<file path="src/rtl/uart_rx_sampler.sv">
// UART 8N1 receiver: mid-bit sampling on the system clock, one-deep valid/ack holding register.
// Define UART_RX_PARITY_EN to add an even-parity bit between the data bits and the stop bit.
module uart_rx_sampler #(
    parameter int CLKS_PER_BIT = 5208,
    parameter int CNT_W        = 13
) (
    input  logic       clk,
    input  logic       rst,
    input  logic       rx,
    output logic [7:0] data_out,
    output logic       data_valid,
    input  logic       data_ack,
    output logic       frame_err,
    output logic       overrun,
    output logic       busy
`ifdef UART_RX_PARITY_EN
    ,
    output logic       parity_err
`endif
);

    localparam logic [CNT_W-1:0] BIT_END  = CNT_W'(CLKS_PER_BIT - 1);
    localparam logic [CNT_W-1:0] HALF_END = CNT_W'(CLKS_PER_BIT / 2 - 1);

    typedef enum logic [2:0] {
        IDLE,
        START,
        DATA,
`ifdef UART_RX_PARITY_EN
        PARITY,
`endif
        STOP,
        BRK
    } state_t;

    state_t           state;
    logic [CNT_W-1:0] cnt;
    logic [2:0]       idx;
    logic [7:0]       shift;
    logic             rx_p0;
    logic             rx_s;
    logic             keep_byte;

`ifdef UART_RX_PARITY_EN
    logic par_bit;

    function automatic logic parity_bad(input logic [7:0] d, input logic p);
        return ^{d, p};
    endfunction

    assign keep_byte = !parity_bad(shift, par_bit);

    always_ff @(posedge clk) begin
        if (state == PARITY && cnt == BIT_END)
            par_bit <= rx_s;
    end
`else
    assign keep_byte = 1'b1;
`endif

    // Data capture: no reset needed, only read once a full frame has been sampled
    always_ff @(posedge clk) begin
        if (state == DATA && cnt == BIT_END)
            shift[idx] <= rx_s;
    end

    always_ff @(posedge clk) begin
        if (rst) begin
            state      <= IDLE;
            cnt        <= '0;
            idx        <= '0;
            rx_p0      <= 1'b1;
            rx_s       <= 1'b1;
            data_out   <= 8'h00;
            data_valid <= 1'b0;
            frame_err  <= 1'b0;
            overrun    <= 1'b0;
            busy       <= 1'b0;
`ifdef UART_RX_PARITY_EN
            parity_err <= 1'b0;
`endif
        end else begin
            rx_p0     <= rx;
            rx_s      <= rx_p0;
            frame_err <= 1'b0;
            overrun   <= 1'b0;
`ifdef UART_RX_PARITY_EN
            parity_err <= 1'b0;
`endif
            // An accept later in this block overrides the ack-driven clear
            if (data_valid && data_ack)
                data_valid <= 1'b0;

            case (state)
                IDLE: begin
                    if (!rx_s) begin
                        state <= START;
                        cnt   <= '0;
                        idx   <= '0;
                        busy  <= 1'b1;
                    end
                end
                START: begin
                    if (cnt == HALF_END) begin
                        cnt <= '0;
                        idx <= '0;
                        if (!rx_s) begin
                            state <= DATA;
                        end else begin
                            state <= IDLE;
                            busy  <= 1'b0;
                        end
                    end else begin
                        cnt <= cnt + CNT_W'(1);
                    end
                end
                DATA: begin
                    if (cnt == BIT_END) begin
                        cnt <= '0;
                        idx <= idx + 3'd1;
                        if (idx == 3'd7) begin
                            idx <= '0;
`ifdef UART_RX_PARITY_EN
                            state <= PARITY;
`else
                            state <= STOP;
`endif
                        end
                    end else begin
                        cnt <= cnt + CNT_W'(1);
                    end
                end
`ifdef UART_RX_PARITY_EN
                PARITY: begin
                    if (cnt == BIT_END) begin
                        cnt   <= '0;
                        state <= STOP;
                    end else begin
                        cnt <= cnt + CNT_W'(1);
                    end
                end
`endif
                STOP: begin
                    if (cnt == BIT_END) begin
                        cnt <= '0;
                        idx <= '0;
                        if (!rx_s) begin
                            frame_err <= 1'b1;
                            state     <= BRK;
                        end else begin
                            state <= IDLE;
                            busy  <= 1'b0;
`ifdef UART_RX_PARITY_EN
                            parity_err <= !keep_byte;
`endif
                            if (keep_byte) begin
                                data_out   <= shift;
                                data_valid <= 1'b1;
                                overrun    <= data_valid && !data_ack;
                            end
                        end
                    end else begin
                        cnt <= cnt + CNT_W'(1);
                    end
                end
                BRK: begin
                    // Held-low line must go high before a new start bit can be seen
                    if (rx_s) begin
                        state <= IDLE;
                        busy  <= 1'b0;
                        cnt   <= '0;
                        idx   <= '0;
                    end
                end
                default: begin
                    state <= IDLE;
                    busy  <= 1'b0;
                end
            endcase
        end
    end

endmodule

</file>
<file path="config.mk">
export PLATFORM = sky130hd
export DESIGN_NAME = uart_rx_sampler
export DESIGN_NICKNAME = d
export VERILOG_FILES = /design/src/rtl/uart_rx_sampler.sv
export SDC_FILE = /design/constraint.sdc
export NUM_CORES = 1
export LEC_CHECK = 0
export ABC_CLOCK_PERIOD_IN_PS = 2950
export CORE_MARGIN = 2
export CORE_UTILIZATION = 45
export CTS_CLUSTER_SIZE = 25
export DETAILED_ROUTE_END_ITERATION = 12
export SYNTH_ARGS = -nofsm -noshare
export SYNTH_HDL_FRONTEND = slang
export SYNTH_SLANG_ARGS = --single-unit
</file>
<file path="constraint.sdc">
create_clock -name clk -period 2.95 [get_ports clk]
set_input_delay 0.295 -clock clk [delete_from_list [all_inputs] [get_ports clk]]
set_output_delay 0.295 -clock clk [all_outputs]
set_load 0.01 [all_outputs]
</file>
==> run_results.csv <==
group,metric,value,unit
power_and_ir_drop,finalPower,1.01,mW
clocking,cts_tree,"built",
routing,drc,0,
floorplan,initial_core_util,47.7,%
place,placed_area,2100,sq um
sta,holdWs,433,ps
synthesis,ys_top_cells_by_area,"dfxtp_1 (34%), edfxtp_1 (12%), mux2i_1 (6.2%), nor2_1 (4.4%), nand3_1 (3.6%)",
worst_hold_path,whs_path_depth,1,
routing,vias_per_cell,5.68,
floorplan,die_width,69.8,microns
finish,nets,228,
sta,finalCritPeriodShare,76.0,%
routing,antenna_left,0,
worst_hold_path,whs_endpoint,"rx_s",
power_and_ir_drop,p_leak,0.694,nW
finish,nFillCells,385,
synthesis,synth_area,1950,sq um
floorplan,core_area,4090,sq um
clocking,clk_pin_slew_worst_paths,80,ps
sta,rsz0062_at_grt,"no",
finish,fin_cells,272,
synthesis,yosys-top-cells-count,"dfxtp_1 (33), nor2_1 (23), nand2_1 (18), nand3_1 (14), mux2i_1 (12)",
clocking,cts.sinks,41,
place,dp_cells,264,
synthesis,async_reset_ff_share,0,%
routing,vias,1546,
routing,wl_per_cell,13.5,microns
sta,final-max-slew-violation-count,0,
clocking,cts_resized,0,
sta,min_period,2240,ps
clocking,hold_buffers,0,
sta,tns,0,ps
setup_path,crit_arrival,2430,ps
run,cap_violations,0,
routing,routed_wl,3680,microns
synthesis,yosysTopAreaCellShare,33.9,%
clocking,cts_post_setup_buffers_inserted,0,
worst_hold_path,holdCritStartpoint,"rx_p0",
global_route,grt_pass1_vias,1435,
global_route,grt_pass1_wl,6300,microns
sta,fmax,446,MHz
synthesis,synth.most_common_cell,"dfxtp_1",
place,dp_hpwl,2600,microns
outcome,status,"complete, no violations",
power_and_ir_drop,power_density,457,nW/um^2
synthesis,postSynthCellCount,210,
clocking,cts_made_buffers,5,
setup_path,start_kind,"flip-flop",
clocking,cts_root_buf,"clkbuf_8",
floorplan,die_h,69.8,microns
synthesis,synth_edf_count,8,
setup_path,crit_type,"flip-flop to flip-flop",
sta,relSlewSlack,35.8,%
power_and_ir_drop,vdd_drop_max,0.000274,V
finish,areaGrowthSynthToFinish,12.7,%
global_route,grt_max_degree,18,
routing,drt_iter0_markers,75,
setup_path,required,3140,ps
floorplan,num_rows,23,
finish,multi_input_area,962,sq um
synthesis,syn_area_per_cell,9.29,sq um
synthesis,ys.flop_type,"dfxtp_1",
synthesis,seq_area_frac_synth,46.2,%
finish,drive_above_1_share,8.56,%
floorplan,pin_count,16,
sta,hold_viol_final,0,
global_route,antenna_found_initial,0,
synthesis,yosys.area.top_type,"dfxtp_1",
setup_path,endpoint_kind,"flip-flop",
setup_path,timing.rr.end,"data_out[2]",
sta,finalSetupViolCount,0,
setup_path,r2r_cells,6,
clocking,clockBufferDepth,2,
synthesis,ys_seq_elements,41,
clocking,htree_num_levels,2,
synthesis,ys_warn_count,0,
clocking,worstSkewPairLatency,290,ps
global_route,overflow,0,
routing,drt_first_pass_iters,4,
finish,area.sequential,901,sq um
synthesis,ys_types,45,
finish,antenna_cells,0,
global_route,track_usage,16.1,%
setup_path,path_max_fanout,10,
finish,final_cell_area,2200,sq um
setup_path,timing.rr.start,"cnt[0]",
floorplan,die-area,4880,sq um
worst_hold_path,min_path_type,"flip-flop to flip-flop",
setup_path,rrSetupSlack,710,ps
synthesis,synth_nets,217,
place,port_buffers,15,
place,place_congestion,0.801,
sta,worst_slew_pin_slew,955,ps
sta,finClkSkew,4.26,ps
==> layout by cell type, fill, tap and decap left out, types with 3 or more instances in the layout <==
master,netlist,layout
nand3_1,14,14
nor2_1,23,23
a31oi_1,7,7
or3_1,6,6
nor3_1,8,8
edfxtp_1,8,8
clkdlybuf4s50_1,0,15
mux2i_1,12,12
a21oi_1,6,6
clkbuf_8,0,6
nand2_1,18,18
nand3b_1,5,5
nor2b_1,4,4
dfxtp_1,33,33
ha_1,3,3
nor3b_1,4,4
nand2b_1,7,7
inv_1,3,3
o21ai_0,6,6
==> stage by stage <==
stage,setup WS (ps),utilization [%]
after floorplan,1100,-
after global placement,822,51.4
after detailed placement,727,51.4
after CTS,698,53.8
after global routing,551,53.8
final,708,53.8
==> sequential cells by signal, indices dropped and copies added (netlist names) <==
signal / flops
shift: 8
busy: 1
rx_s: 1
data_valid: 1
overrun: 1
data_out: 8
state: 3
cnt: 13
frame_err: 1
rx_p0: 1
idx: 3
==> where the power goes <==
| part | switching [mW] | internal [mW] | leakage [nW] |
|---|---|---|---|
| logic | 0.0253 | 0.0181 | 0.307 |
| registers | 0.00594 | 0.573 | 0.337 |
| clock network | 0.193 | 0.190 | 0.0512 |
| total | 0.225 | 0.781 | 0.694 |
==> critical path: stages, from the launching register on <==
cell and delay (ps):
dfxtp_1 390, ha_1 240, nor3b_1 280, and4_4 340, and4_1 570, mux2i_1 250, nor2_1 60
==> worst max path at each step <==
stage | startpoint | endpoint | slack (ps) | cells after the start
5_1_grt | cnt[0] | data_out[1] | 550 | 6
6_report | cnt[0] | data_out[2] | 710 | 6
2_1_floorplan | cnt[0] | data_out[0] | 1100 | 8
3_5_place_dp | cnt[0] | data_out[2] | 730 | 6
3_3_place_gp | cnt[0] | data_out[3] | 820 | 6
4_1_cts | cnt[0] | data_out[4] | 700 | 6
==> metal layers <==
metal	GRT usage [%]	wire length (microns)	vias to the layer above
li1	-	-	778
met1	18.6	1610	738
met2	27.7	1880	23
met3	3.92	118	7
met4	7.48	68	0
met5	0	0	-
==> final cells by class <==
type | instances | area share (%)
clock inverter | 2 | 0.626
multi-input combinational | 153 | 43.8
clock buffer | 6 | 3.76
timing repair buffer | 17 | 7.51
sequential | 41 | 41.0
tap | 50 | 2.85
inverter | 3 | 0.512
==> cells by family after synthesis <==
kind of cell | share of synthesized area [%]
AOI/OAI and AO/OA | 10.6
xor gates and xnor gates | 0.898
adders and majority gates | 1.92
buffers and inverters | 4.49
DFF | 46.2
muxes | 6.16
and+or+nand+nor | 29.7
(Power assumes the default switching activity.)
